==> src/rtl/spy_pkg.sv <==
// rtl/spy_pkg.sv - shared state encoding and width helper for the SpyMangler guess entry
package spy_pkg;

    typedef enum logic [1:0] {
        ST_ENTRY = 2'd0,
        ST_CHECK = 2'd1,
        ST_WIN   = 2'd2,
        ST_LOSE  = 2'd3
    } spy_state_t;

    // Bits needed to hold every value 0..n, never less than one.
    function automatic int width_of(input int n);
        return (n < 1) ? 1 : $clog2(n + 1);
    endfunction

endpackage

==> src/rtl/button_press_classifier.sv <==
// rtl/button_press_classifier.sv - release detection and short/long hold classification
module button_press_classifier
    import spy_pkg::*;
#(
    parameter int LONG_PRESS = 3
) (
    input  logic clock,
    input  logic resetn,
    input  logic value_input,
    output logic release_pulse,
    output logic press_long
);

    localparam int HW = width_of(LONG_PRESS);
    localparam logic [HW-1:0] HOLD_MAX = HW'(LONG_PRESS);

    logic          r_prev_value;
    logic [HW-1:0] r_hold_cnt;

    // prev_value resets to released so the first edge after reset never looks like a release.
    always_ff @(posedge clock or negedge resetn) begin
        if (!resetn) begin
            r_prev_value <= 1'b1;
            r_hold_cnt   <= '0;
        end else begin
            r_prev_value <= value_input;
            if (value_input)
                r_hold_cnt <= '0;
            else if (r_hold_cnt < HOLD_MAX)
                r_hold_cnt <= r_hold_cnt + 1'b1;
        end
    end

    assign release_pulse = !r_prev_value && value_input;
    assign press_long    = (r_hold_cnt >= HOLD_MAX);

endmodule

==> src/rtl/player_guess_entry.sv <==
// rtl/player_guess_entry.sv - player-2 code entry, submit/compare FSM and try counting
module player_guess_entry
    import spy_pkg::*;
#(
    parameter int CODE_WIDTH = 20,
    parameter int LONG_PRESS = 3,
    parameter int MAX_TRIES  = 3
) (
    input  logic                                 clock,
    input  logic                                 resetn,
    input  logic                                 value_input,
    input  logic                                 finish_input,
    input  logic [CODE_WIDTH-1:0]                player1_value,
    output logic [CODE_WIDTH-1:0]                q,
    output logic [width_of(CODE_WIDTH)-1:0]      bit_count,
    output logic [width_of(MAX_TRIES)-1:0]       tries_left,
    output logic                                 press_long,
    output logic                                 correct,
    output logic                                 game_over
);

    localparam int BCW = width_of(CODE_WIDTH);
    localparam int TW  = width_of(MAX_TRIES);
    localparam logic [BCW-1:0] BC_FULL    = BCW'(CODE_WIDTH);
    localparam logic [TW-1:0]  TRIES_INIT = TW'(MAX_TRIES);
    localparam logic [TW-1:0]  ONE_TRY    = TW'(1);

    spy_state_t            r_state;
    logic [CODE_WIDTH-1:0] r_q;
    logic [BCW-1:0]        r_bit_count;
    logic [TW-1:0]         r_tries_left;
    logic                  r_correct;
    logic                  r_game_over;
    logic                  r_prev_finish;

    logic w_release;
    logic w_press_long;
    logic w_push;
    logic w_submit;

    button_press_classifier #(
        .LONG_PRESS (LONG_PRESS)
    ) u_classifier (
        .clock         (clock),
        .resetn        (resetn),
        .value_input   (value_input),
        .release_pulse (w_release),
        .press_long    (w_press_long)
    );

    assign w_push = w_release && (r_state == ST_ENTRY) && (r_bit_count < BC_FULL);

    // A bit pushed on this same edge counts toward the non-empty guess requirement.
    assign w_submit = r_prev_finish && !finish_input && value_input &&
                      (r_state == ST_ENTRY) && ((r_bit_count != '0) || w_push);

    always_ff @(posedge clock or negedge resetn) begin
        if (!resetn) begin
            r_state       <= ST_ENTRY;
            r_q           <= '0;
            r_bit_count   <= '0;
            r_tries_left  <= TRIES_INIT;
            r_correct     <= 1'b0;
            r_game_over   <= 1'b0;
            r_prev_finish <= 1'b1;
        end else begin
            r_prev_finish <= finish_input;
            case (r_state)
                ST_ENTRY: begin
                    if (w_push) begin
                        r_q         <= {r_q[CODE_WIDTH-2:0], w_press_long};
                        r_bit_count <= r_bit_count + 1'b1;
                    end
                    if (w_submit)
                        r_state <= ST_CHECK;
                end
                ST_CHECK: begin
                    if (r_q == player1_value) begin
                        r_state     <= ST_WIN;
                        r_correct   <= 1'b1;
                        r_game_over <= 1'b1;
                    end else if (r_tries_left > ONE_TRY) begin
                        r_tries_left <= r_tries_left - 1'b1;
                        r_q          <= '0;
                        r_bit_count  <= '0;
                        r_state      <= ST_ENTRY;
                    end else begin
                        r_tries_left <= '0;
                        r_game_over  <= 1'b1;
                        r_state      <= ST_LOSE;
                    end
                end
                default: begin
                end
            endcase
        end
    end

    assign q          = r_q;
    assign bit_count  = r_bit_count;
    assign tries_left = r_tries_left;
    assign press_long = w_press_long;
    assign correct    = r_correct;
    assign game_over  = r_game_over;

endmodule
==> config.mk <==
export PLATFORM = sky130hd
export DESIGN_NAME = player_guess_entry
export DESIGN_NICKNAME = d
export VERILOG_FILES = /design/src/rtl/spy_pkg.sv /design/src/rtl/button_press_classifier.sv /design/src/rtl/player_guess_entry.sv
export SDC_FILE = /design/constraint.sdc
export NUM_CORES = 1
export LEC_CHECK = 0
export BUFFER_PORTS_ARGS = -buffer_cell sky130_fd_sc_hd__buf_2
export CORE_AREA = 2 2 61 63
export DETAILED_ROUTE_END_ITERATION = 12
export DIE_AREA = 0 0 63 65
export GPL_TIMING_DRIVEN = 0
export PLACE_DENSITY = 0.9
export SETUP_SLACK_MARGIN = 0.15
export SLEW_MARGIN = 15
export SYNTH_ARGS = -nofsm -noshare
export SYNTH_HDL_FRONTEND = slang
export SYNTH_SLANG_ARGS = --single-unit
==> constraint.sdc <==
create_clock -name clock -period 3.7 [get_ports clock]
set_input_delay 0.37 -clock clock [delete_from_list [all_inputs] [get_ports clock]]
set_output_delay 0.37 -clock clock [all_outputs]
set_load 0.01 [all_outputs]
==> reports/results.tsv <==
stage	metric	value	unit
logic_synthesis	synth-seq-area-share	48.1	%
critical_path	critPathMaxFanout	10	
logic_synthesis	synth-seq-cells	35	
floorplanning	num_io_pins	54	
floorplanning	initial_core_util	52.4	%
global_route	antenna_found_initial	0	
sta	finalCritPeriodShare	47.4	%
floorplanning	die_area	4100	um2
status	status	complete, no violations	
layout	diodes	0	
drt	route.final.wire_length	3810	um
sta	fmax	570	MHz
floorplanning	rows	22	
critical_path	critPathCaptureType	flop	
placed_design	gp_congestion	0.785	
sta	setup-tns-final	0	ns
cts	clock_latency	0.35	ns
logic_synthesis	synth_area	1830	um2
logic_synthesis	yosysWarnings	0	
cts	cts_root_buffer	clkbuf_4	
logic_synthesis	avgSynthCellArea	10.4	um2
layout	nets	263	
cts	cts_buffers	5	
cts	cts_tree	done	
logic_synthesis	yosysTopAreaCell	dfrtp_1	
cts	postCtsHoldBufs	0	
sta	whs	0.0724	ns
drt	dr.first_iter.drc_count	67	
drt	vias_per_cell	5.14	
cts	ctsResizeCount	0	
logic_synthesis	synth_top_area_share	42.3	%
global_route	grt_max_degree	36	
placed_design	port_buffers	53	
drt	drcViolationCount	0	
critical_path	worstPathArrival	2.03	ns
logic_synthesis	synth_cell_types	33	
sta	finalHoldViolCount	0	
cts	clk_pin_slew_worst_paths	0.10	ns
sta	worstMarginPinSlew	0.748	ns
cts	clock_path_buffers	2	
sta	min_period	1.76	ns
cts	htreeDepth	2	
layout	drive_above_1_share	38.4	%
layout	nFillCells	291	
sta	slew_viol_final	0	
logic_synthesis	synthesis.nets	203	
critical_path	crit_chain	xnor2_1 -> nand4_1 -> nor3_2 -> a21oi_2 -> buf_6 -> nor3_2	
critical_path	worstSetupPathType	flop to flop	
cts	post-cts-setup-buffers	0	
logic_synthesis	synth_cells	176	
drt	vias	1466	
layout	mostFrequentLayoutCell	buf_2	
drt	ant_nets	0	
pwr	p_leak	0.00110	uW
sta	skew	0.00406	ns
critical_path	max_stage_delay	0.43	ns
cts	cts.sinks	35	
pwr	peakVddDrop	0.000214	V
layout	finalCoreUtilization	63.7	%
global_route	grt-ovfl-total	0	
placed_design	dpl.hpwl	2830	um
sta	setup_viol	0	
critical_path	worstPathRequired	3.98	ns
job	maxCapViolations	0	
critical_path	critPathLaunchType	flop	
pwr	power_density	306	nW/um2
layout	areaGrowthSynthToFinish	21.5	%
drt	first_pass_iters	4	
logic_synthesis	synthTopCellsByArea	dfrtp_1, nor2_1, xnor2_1	
floorplanning	die_h	65	um
global_route	grt_pass1_vias	1348	
min_path	min_path_type	input port to async pin	
floorplanning	core-area	3500	um2
global_route	gr-usage-all-layers	19.8	%
drt	detail_route.wl_per_cell	13.4	um
sta	slew_headroom	50.1	%
global_route	grt_pass1_wl	6150	um
critical_path	crit_slowest_cell	dfrtp_1	
floorplanning	die_w	63	um
critical_path	cpMostUsedCell	nor3_2	
critical_path	r2r_cells	6	
sta	rsz0062_at_grt	no	
layout	most-common-layout-cells	buf_2, nor2_1, dfrtp_1, xnor2_1, nor3_2	
==> Yosys cell counts <==
cell       count
nor3_1         5
nor2b_1        1
or4b_2         1
mux2_2         1
a41oi_1        1
nor4b_4        1
nand2b_1       3
nor3_2        16
and2_1         2
xnor2_1       21
a21oi_2        1
o31a_1         1
nor2_1        49
a211oi_2       1
buf_12         1
xor2_1         2
a21o_1         1
inv_1          3
clkbuf_1       2
mux2i_1        1
dfstp_2        4
buf_6          4
nor4_1         1
a21oi_1        2
a2bb2oi_1      1
o21ai_0        3
nand4_1        5
nand3_1        1
ha_1           3
dfrtp_1       31
and4bb_2       1
nand2_1        4
o22a_1         2
==> critical path: cells and delay by family (launching register included) <==
kind,cells,cell delay (ns)
simple gates,3,0.63
xor+xnor,1,0.22
flops,1,0.43
compound gates,1,0.19
buf+inv,1,0.20
==> per-stage QoR <==
step / cell area, um2 / setup WS, ns / total power, uW / std cells
floorplan: 1830 / 2.15 / 422 / 176
global placement: 2160 / 1.93 / 448 / 277
detailed placement: 2160 / 1.91 / 449 / 277
CTS: 2230 / 1.96 / 684 / 285
global route: 2230 / 1.78 / 708 / 285
finish: 2230 / 1.94 / 682 / 285
==> state kept, by name, summed over array words and instances, names as in the netlist <==
signal                     flops
bit_count                      5
q                             20
r_state                        2
tries_left                     2
correct                        1
game_over                      1
u_classifier.r_hold_cnt        2
u_classifier.r_prev_value      1
r_prev_finish                  1
==> cell families (layout without fill, tap and decap cells) <==
family / after synthesis / count (layout) / share of synthesized area (%)
compound gates: 13 / 13 / 5.32
xor+xnor: 23 / 23 / 11.0
fa+ha+maj: 3 / 3 / 2.05
buf+inv: 10 / 71 / 4.57
flops: 35 / 35 / 48.1
mux: 2 / 2 / 1.16
simple gates: 90 / 90 / 27.8
==> report_power, final <==
| group | switching (uW) | internal [uW] | leakage (uW) | total (uW) |
|---|---|---|---|---|
| Clock | 129 | 112 | 0.0000386 | 241 |
| Combinational | 24.7 | 23.8 | 0.000602 | 48.5 |
| Sequential | 3.37 | 389 | 0.000457 | 393 |
| Total | 157 | 525 | 0.00110 | 682 |
==> cell type report <==
class | instances | area, um2 | share of cell area [%]
sequential | 35 | 881 | 39.6
multi-input combinational | 131 | 868 | 39.0
timing repair buffer | 53 | 265 | 11.9
inverter | 3 | 11.3 | 0.506
buffer | 7 | 72.6 | 3.26
clock buffer | 8 | 68.8 | 3.09
tap | 48 | 60.1 | 2.70
==> final timing paths <==
check | startpoint | end | slack (ns)
setup / recovery | q[13] | q[4] | 1.94
hold / removal | resetn | bit_count[2] | 0.07
setup reg to reg | q[13] | q[4] | 1.94
hold reg to reg | correct | correct | 0.47
max in group asynchronous | resetn | q[11] | 3.15
min in group clock | finish_input | r_prev_finish | 0.11
==> per-layer routing <==
layer / share of wire, % / up-vias / GRT usage, %
li1: - / 708 / -
met1: 46 / 694 / 25.8
met2: 46 / 55 / 30.3
met3: 5.8 / 9 / 4.17
met4: 2.6 / 0 / 12.2
met5: 0 / - / 0
(Power assumes the default switching activity.)
